$ cat config.mk
export PLATFORM = sky130hd
export DESIGN_NAME = pc_unit
export DESIGN_NICKNAME = d
export VERILOG_FILES = /design/src/rtl/pc_unit.sv
export SDC_FILE = /design/constraint.sdc
export NUM_CORES = 1
export LEC_CHECK = 0
export ABC_AREA = 1
export BUFFER_PORTS_ARGS = -buffer_cell sky130_fd_sc_hd__buf_2
export CORE_MARGIN = 3
export CORE_UTILIZATION = 50
export CTS_CLUSTER_DIAMETER = 120
export DETAILED_ROUTE_END_ITERATION = 12
export HOLD_SLACK_MARGIN = 0.08
export PLACE_DENSITY = 0.73
export SYNTH_ARGS = -nofsm -noshare
export SYNTH_HDL_FRONTEND = slang
export SYNTH_SLANG_ARGS = --single-unit
$ cat constraint.sdc
create_clock -name clk -period 2.9 [get_ports clk]
set_clock_uncertainty 0.15 [all_clocks]
set_input_delay 0.29 -clock clk [delete_from_list [all_inputs] [get_ports clk]]
set_output_delay 0.29 -clock clk [all_outputs]
set_load 0.01 [all_outputs]
$ cat src/rtl/pc_unit.sv
// Fetch-stage program counter with sequential step, redirects, trap entry/return
// and a circular return-address stack for call/return prediction.
module pc_unit #(
  parameter int unsigned     XLEN         = 32,
  parameter logic [XLEN-1:0] RESET_VECTOR = 32'h0000_0000,
  parameter logic [XLEN-1:0] TRAP_VECTOR  = 32'h0000_0100,
  parameter bit              C_EXT        = 1'b0,
  parameter int unsigned     RAS_DEPTH    = 4
) (
  input  logic            clk,
  input  logic            rst,
  input  logic            fetch_ready,
  input  logic            compressed,
  input  logic            redirect_valid,
  input  logic [XLEN-1:0] redirect_target,
  input  logic            call_valid,
  input  logic            ret_valid,
  input  logic            trap,
  input  logic            trap_return,
  output logic [XLEN-1:0] pc,
  output logic            pc_valid,
  output logic [XLEN-1:0] pc_next_seq,
  output logic [XLEN-1:0] epc,
  output logic            misalign_fault,
  output logic            ras_empty
);

  localparam int unsigned PTR_W = $clog2(RAS_DEPTH);
  localparam int unsigned CNT_W = $clog2(RAS_DEPTH + 1);

  typedef enum logic [2:0] {
    ACT_HOLD,
    ACT_TRAP,
    ACT_TRET,
    ACT_JUMP,
    ACT_FAULT,
    ACT_RET,
    ACT_STEP
  } action_e;

  action_e          action;
  logic [XLEN-1:0]  step;
  logic             target_misaligned;
  logic [PTR_W-1:0] ras_ptr;
  logic [PTR_W-1:0] top_idx;
  logic [CNT_W-1:0] ras_count;
  logic [XLEN-1:0]  ras_mem [RAS_DEPTH];

  always_comb begin
    step              = (C_EXT && compressed) ? XLEN'(2) : XLEN'(4);
    pc_next_seq       = pc + step;
    target_misaligned = C_EXT ? redirect_target[0] : (redirect_target[1:0] != 2'b00);
    top_idx           = ras_ptr - PTR_W'(1);
    ras_empty         = (ras_count == '0);
  end

  // One action per edge, highest priority first; a pending fault blocks all but trap.
  always_comb begin
    action = ACT_HOLD;
    if (trap)                           action = ACT_TRAP;
    else if (misalign_fault)            action = ACT_HOLD;
    else if (trap_return)               action = ACT_TRET;
    else if (redirect_valid)            action = target_misaligned ? ACT_FAULT : ACT_JUMP;
    else if (ret_valid && !ras_empty)   action = ACT_RET;
    else if (fetch_ready && pc_valid)   action = ACT_STEP;
  end

  always_ff @(posedge clk or negedge rst) begin
    if (!rst) begin
      pc             <= RESET_VECTOR;
      pc_valid       <= 1'b0;
      epc            <= '0;
      misalign_fault <= 1'b0;
      ras_ptr        <= '0;
      ras_count      <= '0;
    end else begin
      pc_valid <= !misalign_fault;
      unique case (action)
        ACT_TRAP: begin
          // Entering from a fault keeps the faulting target in epc so mret returns to it.
          if (!misalign_fault) epc <= pc;
          pc             <= TRAP_VECTOR;
          misalign_fault <= 1'b0;
          pc_valid       <= 1'b1;
        end
        ACT_TRET: pc <= epc;
        ACT_JUMP: begin
          pc <= redirect_target;
          if (call_valid) begin
            ras_ptr <= ras_ptr + PTR_W'(1);
            if (ras_count != CNT_W'(RAS_DEPTH)) ras_count <= ras_count + CNT_W'(1);
          end
        end
        ACT_FAULT: begin
          misalign_fault <= 1'b1;
          epc            <= redirect_target;
          pc_valid       <= 1'b0;
        end
        ACT_RET: begin
          pc        <= ras_mem[top_idx];
          ras_ptr   <= top_idx;
          ras_count <= ras_count - CNT_W'(1);
        end
        ACT_STEP: pc <= pc_next_seq;
        default: ;
      endcase
    end
  end

  // Storage needs no reset: entries are only read when the count says they were written.
  always_ff @(posedge clk) begin
    if (action == ACT_JUMP && call_valid) ras_mem[ras_ptr] <= pc_next_seq;
  end

endmodule

==> flow_metrics.tcl <==
set metrics [dict create \
    critPathCaptureType "primary output" \
    dieArea_sq_um 21140 \
    finalWirelength_microns 28480 \
    crit_top_cell "nand2_1" \
    synth_top_family_by_area "simple AND/OR/NAND/NOR gates" \
    die_y_microns 145.4 \
    synth_fa_ha_area_share_pct 0.7726 \
    layoutNonFillerInstCount 1477 \
    dr.pass1.iters 5 \
    netlist_area_sq_um 9717 \
    avgSynthCellArea_sq_um 9.461 \
    p_per_area_nw_per_um2 911.9 \
    antenna_left 0 \
    final_common_cell "nand2_1" \
    synth_top_area_share_pct 39.56 \
    p_leak_nw 5.219 \
    core.rowCount 50 \
    status "finished clean" \
    crit_fanout 6 \
    power_frac_seq_pct 38.1 \
    setup_violations 0 \
    finalHoldViolCount 0 \
    crit_path_cell_trace "ha_2, nand3_2, nor3_4, nand2_2, nor2_4, nand2_1, nand2_1, nand2_1, inv_1, buf_2" \
    arrival_ps 2410 \
    slowest_delay_ps 420 \
    placed_cell_area_sq_um 10750 \
    wl_per_cell_microns 19.28 \
    synthSimpleGateAreaFrac_pct 20.60 \
    drive_gt1_share_pct 21.86 \
    cts_max_level 4 \
    cts_tree "done" \
    overflow 0 \
    worst_slack_ps 54.37 \
    power_switching_mw 4.130 \
    ys_ff_latch 199 \
    area_delta_synth_final_pct 21.05 \
    start_util_pct 51.43 \
    synth-compound-area-share_pct 12.23 \
    synth_cells 1027 \
    via_per_inst 5.640 \
    irDropWorstVdd_mv 0.7094 \
    relSlewSlack_pct 49.00 \
    io_pins 140 \
    cts.reportedPaths.clkPinSlew_ps 70 \
    final_cell_mix "nand2_1 (302), buf_2 (137), edfxtp_1 (128), inv_1 (82), nor2_1 (79)" \
    place_ws_ps 371.4 \
    grt_pass1_vias 7976 \
    seq_area_frac_synth_pct 57.84 \
    core-area_sq_um 18890 \
    finalCritPeriodShare_pct 98.13 \
    synth_top_area_cell "edfxtp_1" \
    die_x_microns 145.4 \
    crit_required_ps 2460 \
    placed_cells 1410 \
    yosysWarnings 0 \
    grt_max_degree 68 \
    max_cap_violations 0 \
    yosys-top-cells-area "edfxtp_1 (40%), dfrtp_1 (18%), nand2_1 (12%)" \
    nNetsFinal 1252 \
    clk_path_buf_depth 2 \
    gp_congestion 0.9543 \
    dr_total_vias 8331 \
    finalInstanceArea_sq_um 11760 \
    period_needed_ps 2846 \
    track_usage_pct 26.76 \
    clock-root-buffer "clkbuf_16" \
    drtIter0Drc 839 \
    drc 0 \
    rsz0062_at_grt "true" \
    slew_violations 0 \
    hpwlAfterDp_microns 19070 \
    crit_path_top_delay_cell "dfrtp_1" \
    p_int_mw 6.596 \
    synth.distinct_cells 38 \
    power_frac_comb_pct 37.9 \
    sw_frac_of_total_pct 38.50 \
    crit_path_start_kind "flip-flop" \
    tightest_slew_ps 765.0 \
    antenna_cells 0 \
    path_class "reg -> out" \
    synth_nets 1074 \
    max_freq_mhz 351.4 \
    cts_buffers 17 \
    whs_ps 115.9 \
    portBuffers 138 \
    power_frac_clock_pct 24.0 \
    antenna_found_initial 0 \
    grt_pass1_wl_microns 44370 \
    clock_latency_ps 440 \
    cts_sinks 199 \
    muxShareOfSynthArea_pct 0 \
    synth_xor_area_share_pct 1.803 \
    holdCritPathClass "in -> reg" \
]
-- sequential cells by signal, summed over array words and instances (netlist names) --
register	flops
ras_mem	128
epc	32
pc	32
ras_count	3
ras_ptr	2
misalign_fault	1
pc_valid	1
-- cell type report --
class	instances	area, sq um
Inverter	93	359.1
Sequential cell	199	5622
Clock inverter	8	171.4
Multi-Input combinational cell	686	3486
Tap cell	260	325.3
Clock buffer	23	457.9
Fill cell	1554	7131
Timing Repair Buffer	208	1341
-- worst max-delay path: cells and delay by family, from the launching register on --
kind	cells	cell delay, ps
adder cells (fa/ha/maj)	1	240
flip-flops	1	420
AND/OR/NAND/NOR	7	970
buffers and inverters	2	330
-- stage by stage --
step | total power, mW | utilization, % | setup TNS, ps
final | 10.73 | 62.26 | 0
after CTS | 10.70 | 62.03 | 0
after global placement | 7.990 | 56.90 | 0
after detailed placement | 8.093 | 56.90 | 0
after global routing | 11.27 | 62.26 | -72.03
after floorplan | 6.572 | - | -31670
-- timing repair --
action	CTS	global route
setup buffers	0	2
endpoints found under the setup margin	0	7
hold endpoints to repair	99	0
gates resized for setup	0	5
hold buffers	34	0
-- power by group through the flow --
stage | Clock, mW | Sequential, mW | Combinational (mW)
floorplan | 0 | 4.14 | 2.43
global placement | 0 | 4.10 | 3.89
detailed placement | 0 | 4.11 | 3.98
CTS | 2.59 | 4.06 | 4.04
global route | 2.70 | 4.13 | 4.44
finish | 2.58 | 4.09 | 4.06
-- Yosys cell counts (all sizes together) --
| master | number |
|---|---|
| inv | 92 |
| o21ai | 89 |
| a211oi | 1 |
| nand4 | 22 |
| nor2 | 90 |
| a21oi | 61 |
| clkinv | 1 |
| nor3b | 1 |
| nand3 | 38 |
| nand2 | 310 |
| o211ai | 1 |
| a32o | 22 |
| nor3 | 11 |
| xor2 | 20 |
| a22oi | 7 |
| dfrtp | 71 |
| buf | 33 |
| edfxtp | 128 |
| o22ai | 7 |
| ha | 6 |
| clkbuf | 16 |
-- metal layers --
layer	vias up	track usage [%]	routed length, microns
met4	0	8.357	597
li1	3821	-	-
met5	-	0	0
met3	47	6.727	2686
met1	4031	36.37	11900
met2	432	42.79	13300
-- path summary, 6_finish.rpt --
path	from	endpoint	slack, ps	depth (start not counted)
setup / recovery	pc[3]	pc_next_seq[20]	50	10
hold / removal	call_valid	ras_count[2]	120	4
setup reg to reg	ras_count[0]	ras_mem[1][24]	490	10
hold reg to reg	epc[14]	epc[14]	360	2
max in group asynchronous	rst	pc[9]	1660	3
min in group asynchronous	rst	epc[15]	250	2
-- kinds of logic after synthesis --
group / after synthesis
flip-flops: 199
buffers and inverters: 142
adder cells (fa/ha/maj): 6
AND/OR/NAND/NOR: 472
AO/OA/AOI/OAI: 188
XOR/XNOR: 20
(Power assumes the default switching activity.)
